==> config.mk <==
export PLATFORM = sky130hd
export DESIGN_NAME = wr_pps_trigger_sched_flat
export DESIGN_NICKNAME = d
export VERILOG_FILES = /design/src/rtl/wr_pps_trigger_sched_pkg.sv /design/src/rtl/wr_pps_trigger_sched_if.sv /design/src/rtl/wr_pps_trigger_sched_monitor.sv /design/src/rtl/wr_pps_trigger_sched.sv /design/src/flat_wrapper.sv
export SDC_FILE = /design/constraint.sdc
export NUM_CORES = 1
export LEC_CHECK = 0
export BUFFER_PORTS_ARGS = -buffer_cell sky130_fd_sc_hd__buf_2
export CAP_MARGIN = 20
export CORE_MARGIN = 5
export CORE_UTILIZATION = 58
export CTS_CLUSTER_SIZE = 25
export DETAILED_ROUTE_END_ITERATION = 10
export GPL_TIMING_DRIVEN = 0
export PLACE_DENSITY = 0.78
export SYNTH_ARGS = -nofsm -noshare
export SYNTH_HDL_FRONTEND = slang
export SYNTH_SLANG_ARGS = --single-unit
==> constraint.sdc <==
create_clock -name clk_sys_i -period 5.8 [get_ports clk_sys_i]
set_clock_uncertainty 0.2 [all_clocks]
set_input_delay 1.16 -clock clk_sys_i [delete_from_list [all_inputs] [get_ports clk_sys_i]]
set_output_delay 1.16 -clock clk_sys_i [all_outputs]
set_load 0.01 [all_outputs]
==> src/rtl/wr_pps_trigger_sched_pkg.sv <==
// Shared types for the WR PPS trigger scheduler: FSM states, error codes and
// the TAI-second lateness test used when the scheduler sees a PPS edge.
package wr_sched_pkg;

    typedef enum logic [1:0] {IDLE, WAIT_SEC, WAIT_CYC, FIRE} sched_state_t;

    typedef logic [1:0] err_code_t;

    localparam err_code_t ERR_NONE   = 2'd0;
    localparam err_code_t ERR_BADCYC = 2'd1;
    localparam err_code_t ERR_NOLOCK = 2'd2;
    localparam err_code_t ERR_LATE   = 2'd3;

    // Late when the current second is 1..511 seconds past the target (mod 1024).
    function automatic logic sec_is_late(input logic [9:0] tai, input logic [9:0] tsec);
        logic [9:0] diff;
        diff = tai - tsec;
        return (diff != 10'd0) && !diff[9];
    endfunction

endpackage

==> src/rtl/wr_pps_trigger_sched_if.sv <==
// Software-facing arm/abort and status bundle of the PPS trigger scheduler.
interface wr_pps_trigger_sched_if;
    import wr_sched_pkg::*;

    logic        arm_i;
    logic        disarm_i;
    logic [9:0]  target_sec_i;
    logic [31:0] target_cyc_i;
    logic        trig_o;
    logic        busy_o;
    logic        done_o;
    logic        err_o;
    err_code_t   err_code_o;

    modport master (
        output arm_i, disarm_i, target_sec_i, target_cyc_i,
        input  trig_o, busy_o, done_o, err_o, err_code_o
    );

    modport slave (
        input  arm_i, disarm_i, target_sec_i, target_cyc_i,
        output trig_o, busy_o, done_o, err_o, err_code_o
    );

endinterface

==> src/rtl/wr_pps_trigger_sched_monitor.sv <==
// PPS health monitor: edge detect, phase counter within the second, period
// measurement and the pps_ok lock indication.
import wr_sched_pkg::*;

module wr_pps_monitor #(
    parameter int unsigned G_CLK_PER_SEC = 62500000,
    parameter int unsigned G_TOL         = 16
) (
    input  logic        clk_sys_i,
    input  logic        rst_i,
    input  logic        pps_i,
    input  logic        link_up_i,
    output logic        pps_edge_o,
    output logic [31:0] phase_o,
    output logic        pps_ok_o,
    output logic [31:0] pps_period_o
);

    localparam logic [31:0] PERIOD_LO = 32'(G_CLK_PER_SEC - G_TOL);
    localparam logic [31:0] PERIOD_HI = 32'(G_CLK_PER_SEC + G_TOL);

    logic        pps_dly_q;
    logic [31:0] phase_q;
    logic [31:0] phase_d;
    logic [31:0] period_q;
    logic        ok_q;
    logic        seen_q;
    logic        prev_good_q;
    logic        in_range;

    assign pps_edge_o = pps_i & ~pps_dly_q;
    assign in_range   = (phase_q >= PERIOD_LO) && (phase_q <= PERIOD_HI);
    assign phase_d    = (phase_q == 32'hFFFF_FFFF) ? phase_q : phase_q + 32'd1;

    // The first edge after reset only starts the measurement; lock needs two good periods.
    always_ff @(posedge clk_sys_i or posedge rst_i) begin
        if (rst_i) begin
            pps_dly_q   <= 1'b0;
            phase_q     <= 32'd0;
            period_q    <= 32'd0;
            ok_q        <= 1'b0;
            seen_q      <= 1'b0;
            prev_good_q <= 1'b0;
        end else begin
            pps_dly_q <= pps_i;
            if (pps_edge_o) begin
                phase_q     <= 32'd1;
                period_q    <= phase_q;
                seen_q      <= 1'b1;
                prev_good_q <= seen_q & in_range;
                if (!in_range) begin
                    ok_q <= 1'b0;
                end else if (seen_q && prev_good_q) begin
                    ok_q <= 1'b1;
                end
            end else begin
                phase_q <= phase_d;
                if (phase_q > PERIOD_HI) begin
                    ok_q <= 1'b0;
                end
            end
            if (!link_up_i) begin
                ok_q <= 1'b0;
            end
        end
    end

    assign phase_o      = phase_q;
    assign pps_ok_o     = ok_q;
    assign pps_period_o = period_q;

endmodule

==> src/rtl/wr_pps_trigger_sched.sv <==
// Timed trigger scheduler on the White Rabbit time base: waits for an armed
// {TAI second, cycle} target and fires a fixed-width pulse on trig_o.
import wr_sched_pkg::*;

module wr_pps_trigger_sched #(
    parameter int unsigned G_CLK_PER_SEC = 62500000,
    parameter int unsigned G_TOL         = 16,
    parameter int unsigned G_PULSE_LEN   = 4
) (
    input  logic                         clk_sys_i,
    input  logic                         rst_i,
    input  logic                         pps_i,
    input  logic [9:0]                   tm_tai_i,
    input  logic                         link_up_i,
    wr_pps_trigger_sched_if.slave        bus,
    output logic                         pps_ok_o,
    output logic [31:0]                  pps_period_o
);

    localparam int unsigned CNT_W     = $clog2(G_PULSE_LEN + 1);
    localparam logic [31:0] CYC_LIMIT = 32'(G_CLK_PER_SEC);
    localparam logic [CNT_W-1:0] PULSE_LAST = CNT_W'(G_PULSE_LEN);

    logic         pps_edge;
    logic [31:0]  phase;
    sched_state_t state_q;
    logic [9:0]   tsec_q;
    logic [31:0]  tcyc_q;
    logic [CNT_W-1:0] cnt_q;
    logic         trig_q;
    logic         busy_q;
    logic         done_q;
    logic         err_q;
    err_code_t    code_q;

    wr_pps_monitor #(
        .G_CLK_PER_SEC (G_CLK_PER_SEC),
        .G_TOL         (G_TOL)
    ) u_monitor (
        .clk_sys_i    (clk_sys_i),
        .rst_i        (rst_i),
        .pps_i        (pps_i),
        .link_up_i    (link_up_i),
        .pps_edge_o   (pps_edge),
        .phase_o      (phase),
        .pps_ok_o     (pps_ok_o),
        .pps_period_o (pps_period_o)
    );

    // Entering FIRE raises trig_q at once, so the pulse starts one cycle after the target phase.
    always_ff @(posedge clk_sys_i or posedge rst_i) begin
        if (rst_i) begin
            state_q <= IDLE;
            tsec_q  <= 10'd0;
            tcyc_q  <= 32'd0;
            cnt_q   <= '0;
            trig_q  <= 1'b0;
            busy_q  <= 1'b0;
            done_q  <= 1'b0;
            err_q   <= 1'b0;
            code_q  <= ERR_NONE;
        end else if (bus.disarm_i) begin
            state_q <= IDLE;
            trig_q  <= 1'b0;
            busy_q  <= 1'b0;
            done_q  <= 1'b0;
            err_q   <= 1'b0;
            code_q  <= ERR_NONE;
        end else begin
            case (state_q)
                IDLE: begin
                    if (bus.arm_i) begin
                        done_q <= 1'b0;
                        err_q  <= 1'b0;
                        code_q <= ERR_NONE;
                        if (bus.target_cyc_i >= CYC_LIMIT) begin
                            err_q  <= 1'b1;
                            code_q <= ERR_BADCYC;
                        end else if (!pps_ok_o) begin
                            err_q  <= 1'b1;
                            code_q <= ERR_NOLOCK;
                        end else begin
                            tsec_q  <= bus.target_sec_i;
                            tcyc_q  <= bus.target_cyc_i;
                            busy_q  <= 1'b1;
                            state_q <= WAIT_SEC;
                        end
                    end
                end
                WAIT_SEC: begin
                    if (!pps_ok_o || (pps_edge && sec_is_late(tm_tai_i, tsec_q))) begin
                        err_q   <= 1'b1;
                        code_q  <= ERR_LATE;
                        busy_q  <= 1'b0;
                        state_q <= IDLE;
                    end else if (pps_edge && (tm_tai_i == tsec_q)) begin
                        if (tcyc_q == 32'd0) begin
                            trig_q  <= 1'b1;
                            cnt_q   <= CNT_W'(1);
                            state_q <= FIRE;
                        end else begin
                            state_q <= WAIT_CYC;
                        end
                    end
                end
                WAIT_CYC: begin
                    if (!pps_ok_o || pps_edge) begin
                        err_q   <= 1'b1;
                        code_q  <= ERR_LATE;
                        busy_q  <= 1'b0;
                        state_q <= IDLE;
                    end else if (phase == tcyc_q) begin
                        trig_q  <= 1'b1;
                        cnt_q   <= CNT_W'(1);
                        state_q <= FIRE;
                    end
                end
                FIRE: begin
                    if (cnt_q == PULSE_LAST) begin
                        trig_q  <= 1'b0;
                        done_q  <= 1'b1;
                        busy_q  <= 1'b0;
                        state_q <= IDLE;
                    end else begin
                        cnt_q <= cnt_q + CNT_W'(1);
                    end
                end
                default: state_q <= IDLE;
            endcase
        end
    end

    assign bus.trig_o     = trig_q;
    assign bus.busy_o     = busy_q;
    assign bus.done_o     = done_q;
    assign bus.err_o      = err_q;
    assign bus.err_code_o = code_q;

endmodule

==> src/flat_wrapper.sv <==
// flat-port wrapper written by rule: the top's interface ports become plain ports
module wr_pps_trigger_sched_flat 
#(
    parameter int unsigned G_CLK_PER_SEC = 62500000,
    parameter int unsigned G_TOL         = 16,
    parameter int unsigned G_PULSE_LEN   = 4
)
  (clk_sys_i, rst_i, pps_i, tm_tai_i, link_up_i, pps_ok_o, pps_period_o, bus_arm_i, bus_disarm_i, bus_target_sec_i, bus_target_cyc_i, bus_trig_o, bus_busy_o, bus_done_o, bus_err_o, bus_err_code_o);
  wr_pps_trigger_sched_if bus_i ();
  input  logic clk_sys_i;
  input  logic rst_i;
  input  logic pps_i;
  input  logic [9:0] tm_tai_i;
  input  logic link_up_i;
  output logic pps_ok_o;
  output logic [31:0] pps_period_o;
  input wire logic [$bits(bus_i.arm_i)-1:0] bus_arm_i;
  input wire logic [$bits(bus_i.disarm_i)-1:0] bus_disarm_i;
  input wire logic [$bits(bus_i.target_sec_i)-1:0] bus_target_sec_i;
  input wire logic [$bits(bus_i.target_cyc_i)-1:0] bus_target_cyc_i;
  output wire logic [$bits(bus_i.trig_o)-1:0] bus_trig_o;
  output wire logic [$bits(bus_i.busy_o)-1:0] bus_busy_o;
  output wire logic [$bits(bus_i.done_o)-1:0] bus_done_o;
  output wire logic [$bits(bus_i.err_o)-1:0] bus_err_o;
  output wire logic [$bits(bus_i.err_code_o)-1:0] bus_err_code_o;
  assign bus_i.arm_i = bus_arm_i;
  assign bus_i.disarm_i = bus_disarm_i;
  assign bus_i.target_sec_i = bus_target_sec_i;
  assign bus_i.target_cyc_i = bus_target_cyc_i;
  assign bus_trig_o = bus_i.trig_o;
  assign bus_busy_o = bus_i.busy_o;
  assign bus_done_o = bus_i.done_o;
  assign bus_err_o = bus_i.err_o;
  assign bus_err_code_o = bus_i.err_code_o;
  wr_pps_trigger_sched #(.G_CLK_PER_SEC(G_CLK_PER_SEC), .G_TOL(G_TOL), .G_PULSE_LEN(G_PULSE_LEN)) u_core (.clk_sys_i(clk_sys_i), .rst_i(rst_i), .pps_i(pps_i), .tm_tai_i(tm_tai_i), .link_up_i(link_up_i), .bus(bus_i), .pps_ok_o(pps_ok_o), .pps_period_o(pps_period_o));
endmodule
==> impl_metrics.ini <==
[floorplanning]
coreArea_um2 = 10900
die_width_um = 116
io_pins = 97
fp.dieH_um = 116
rows = 38
initial_core_util_pct = 59.9
die_area_um2 = 13500

[yosys]
synth_nets = 775
synth_edf_count = 0
synth-seq-cells = 121
synth_ff_type = dfrtp_1
syn_area_um2 = 6550
yosysUniqueCellTypes = 60
synth-seq-area-share_pct = 46.2
netlist_instances = 699
syn_avg_cell_area_um2 = 9.37
async_flop_share_pct = 100
yosys_warnings = 0

[finish]
drive_gt1_share_pct = 21.5
final_cell_mix = 121 x dfrtp_1, 120 x nand2_1, 98 x buf_2
multi_input_area_um2 = 3280
fill_cells = 840
antenna_cells = 0
regArea_um2 = 3030
finalNetCount = 891
post-route-util_pct = 71.7
syn_to_final_growth_pct = 19.7
final_common_cell = dfrtp_1
layout.cells.non_filler = 968

[critical_path]
end_kind = flop
critPathTopFamily = compound AO/OA/AOI/OAI gates
crit_buf_inv = 3
cp_data_arrival_time_ps = 4300
path_class = in2reg
max_stage_delay_ps = 570
cp_slowest_cell = nor3_1
crit_required_ps = 5920
crit_fanout = 6
cp_cell_sequence = buf_2 > inv_1 > ha_1 > inv_1 > fa_1 > a211oi_1 > nor2_1 > a2111oi_0 > a311o_1 > nor4_1 > nor3_1 > nor2_1 > a311oi_1
setup.worst_path.start_class = input port

[placed_design]
dp_cells = 936
post-place-ws_ps = 1200
gp_congestion = 0.899
numPortBuffers = 96
dpl.hpwl_mm = 12.7

[drt]
drt-wirelength-per-cell_um = 17.6
postRouteAntennaNets = 0
dr.pass1.iters = 5
drtIter0Drc = 563
avgViaCountPerCell = 5.92
num_vias = 5733
drt_wl_total_mm = 17.1
drc = 0

[sta]
finalHoldViolCount = 0
relSlewSlack_pct = 56.1
clock.fmax_mhz = 239
setup_viol = 0
timing.final.crit_share_pct = 72.1
rsz0062_at_grt = false
setup_ws_ps = 1620
min_period_ps = 4180
tightest_slew_ps = 653
slew_viol_final = 0

[run]
cap_violations = 0

[clock_tree]
ctsResizeCount = 0
clk_pin_slew_ps = 60
clock_latency_ps = 420
clock_path_buffers = 2
numClockSinks = 121
htreeDepth = 4
post-cts-setup-buffer-count = 0
cts_hold_buf = 0
cts-root-buf = clkbuf_16
cts_buffers = 17
cts_tree = done

[worst_hold_path]
hold_path_class = reg2reg

[global_route]
grt_overflow_total = 0
grt_antenna_before_repair = 0
globalRouteTotalUtil_pct = 27.3
grt_max_degree = 93
grt_pass1_vias = 5761
grt_pass1_wl_mm = 28.8

[power]
vdd_drop_max_mv = 0.285
p_leak_uw = 0.00397
pwr_density_cell_nw_per_um2 = 284

[outcome]
status = finished, final reports clean
## Yosys cell counts, types with 2 or more instances
| master | count | area share (%) |
|---|---|---|
| xnor2_1 | 11 | 1.5 |
| a21o_1 | 3 | 0.34 |
| and4b_1 | 2 | 0.31 |
| nand2b_1 | 3 | 0.29 |
| dfrtp_1 | 121 | 46 |
| a2111oi_0 | 3 | 0.40 |
| o21bai_1 | 4 | 0.46 |
| or4_1 | 2 | 0.23 |
| a31oi_1 | 2 | 0.19 |
| and2_1 | 8 | 0.76 |
| mux2i_1 | 3 | 0.46 |
| a311oi_1 | 2 | 0.27 |
| nor2_1 | 59 | 3.4 |
| nor2b_1 | 6 | 0.57 |
| or2_2 | 2 | 0.19 |
| a311o_1 | 2 | 0.31 |
| o21ai_0 | 26 | 2.0 |
| inv_1 | 27 | 1.5 |
| mux2_2 | 36 | 6.2 |
| o21a_1 | 2 | 0.23 |
| nand2_1 | 120 | 6.9 |
| nand4_1 | 14 | 1.3 |
| and4_1 | 4 | 0.53 |
| a211oi_1 | 10 | 1.1 |
| o211ai_1 | 3 | 0.34 |
| nand3b_1 | 2 | 0.23 |
| buf_2 | 2 | 0.15 |
| or3_1 | 12 | 1.1 |
| nand3_1 | 19 | 1.5 |
| and3_1 | 5 | 0.48 |
| a21oi_1 | 20 | 1.5 |
| nor4_1 | 29 | 2.8 |
| ha_1 | 17 | 3.2 |
| xor2_1 | 45 | 6.0 |
| nor3_1 | 13 | 0.99 |
| clkbuf_1 | 36 | 2.1 |
## per-layer routing
| layer | GRT usage (%) | vias up | wire [um] |
|---|---|---|---|
| met3 | 5.85 | 28 | 1070 |
| met4 | 8.35 | 0 | 333 |
| met5 | 0 | - | 0 |
| met1 | 37.5 | 2804 | 7490 |
| met2 | 43.6 | 225 | 8180 |
| li1 | - | 2676 | - |
## cell families (layout without fill, tap and decap cells)
logic type / Yosys count / after routing / synth area share [%]
AND/OR/NAND/NOR: 303 / 303 / 22.1
buffers and inverters: 65 / 194 / 3.76
adder cells (fa/ha/maj): 18 / 18 / 3.55
multiplexers: 40 / 40 / 6.88
AO/OA/AOI/OAI: 96 / 96 / 10.0
flip-flops: 121 / 121 / 46.2
XOR/XNOR: 56 / 56 / 7.49
## final timing paths
check	startpoint	endpoint	slack (ps)	cells past startpoint
setup reg to reg	u_core.tsec_q[0]	u_core.bus.err_o	2160	11
setup / recovery	tm_tai_i[0]	u_core.bus.err_o	1620	13
hold / removal	u_core.u_monitor.pps_period_o[29]	u_core.u_monitor.pps_period_o[29]	270	2
min in group asynchronous	rst_i	u_core.u_monitor.pps_period_o[20]	510	2
hold reg to reg	u_core.u_monitor.pps_period_o[29]	u_core.u_monitor.pps_period_o[29]	270	2
max in group asynchronous	rst_i	u_core.tcyc_q[4]	4170	3
## flip-flops by register name (all words and copies together) (netlist names)
signal and cells:
u_core.bus.trig_o 1, u_core.bus.done_o 1, u_core.bus.err_o 1, u_core.tcyc_q 32, u_core.u_monitor.phase_o 32, u_core.u_monitor.prev_good_q 1
u_core.u_monitor.pps_dly_q 1, u_core.bus.busy_o 1, u_core.state_q 2, u_core.cnt_q 3, u_core.tsec_q 10, u_core.u_monitor.pps_period_o 32
u_core.bus.err_code_o 2, u_core.u_monitor.seen_q 1, u_core.u_monitor.pps_ok_o 1
## where the power goes
group | switching [uW] | internal (uW)
registers | 27.3 | 876
clock network | 403 | 657
logic | 161 | 99.7
total | 591 | 1630
## worst reg2reg max path, stage by stage, from the launching register on
cell and delay (ps):
dfrtp_1 350, ha_1 160, inv_1 60, fa_1 430, a211oi_1 410, nor2_1 190, a2111oi_0 470, a311o_1 260
nor4_1 130, nor3_1 570, nor2_1 80, a311oi_1 250
## per-stage QoR
step	hold WS, ps	area (um2)	setup TNS (ps)	total power [uW]
floorplan	240	6550	0	1080
global placement	254	7210	-2140	1160
detailed placement	259	7240	0	1170
CTS	274	7840	0	2230
global route	299	7840	0	2310
finish	273	7840	0	2220
## area by class of cell
cell class                      count  area share (%)
Clock buffer                       19            5.78
Buffer                             38            1.85
Tap cell                          140            2.23
Timing Repair Buffer               97            6.48
Sequential cell                   121            38.6
Clock inverter                     13            1.87
Inverter                           27            1.36
Multi-Input combinational cell    513            41.8
No activity file was read; power rests on OpenSTA's default activity.
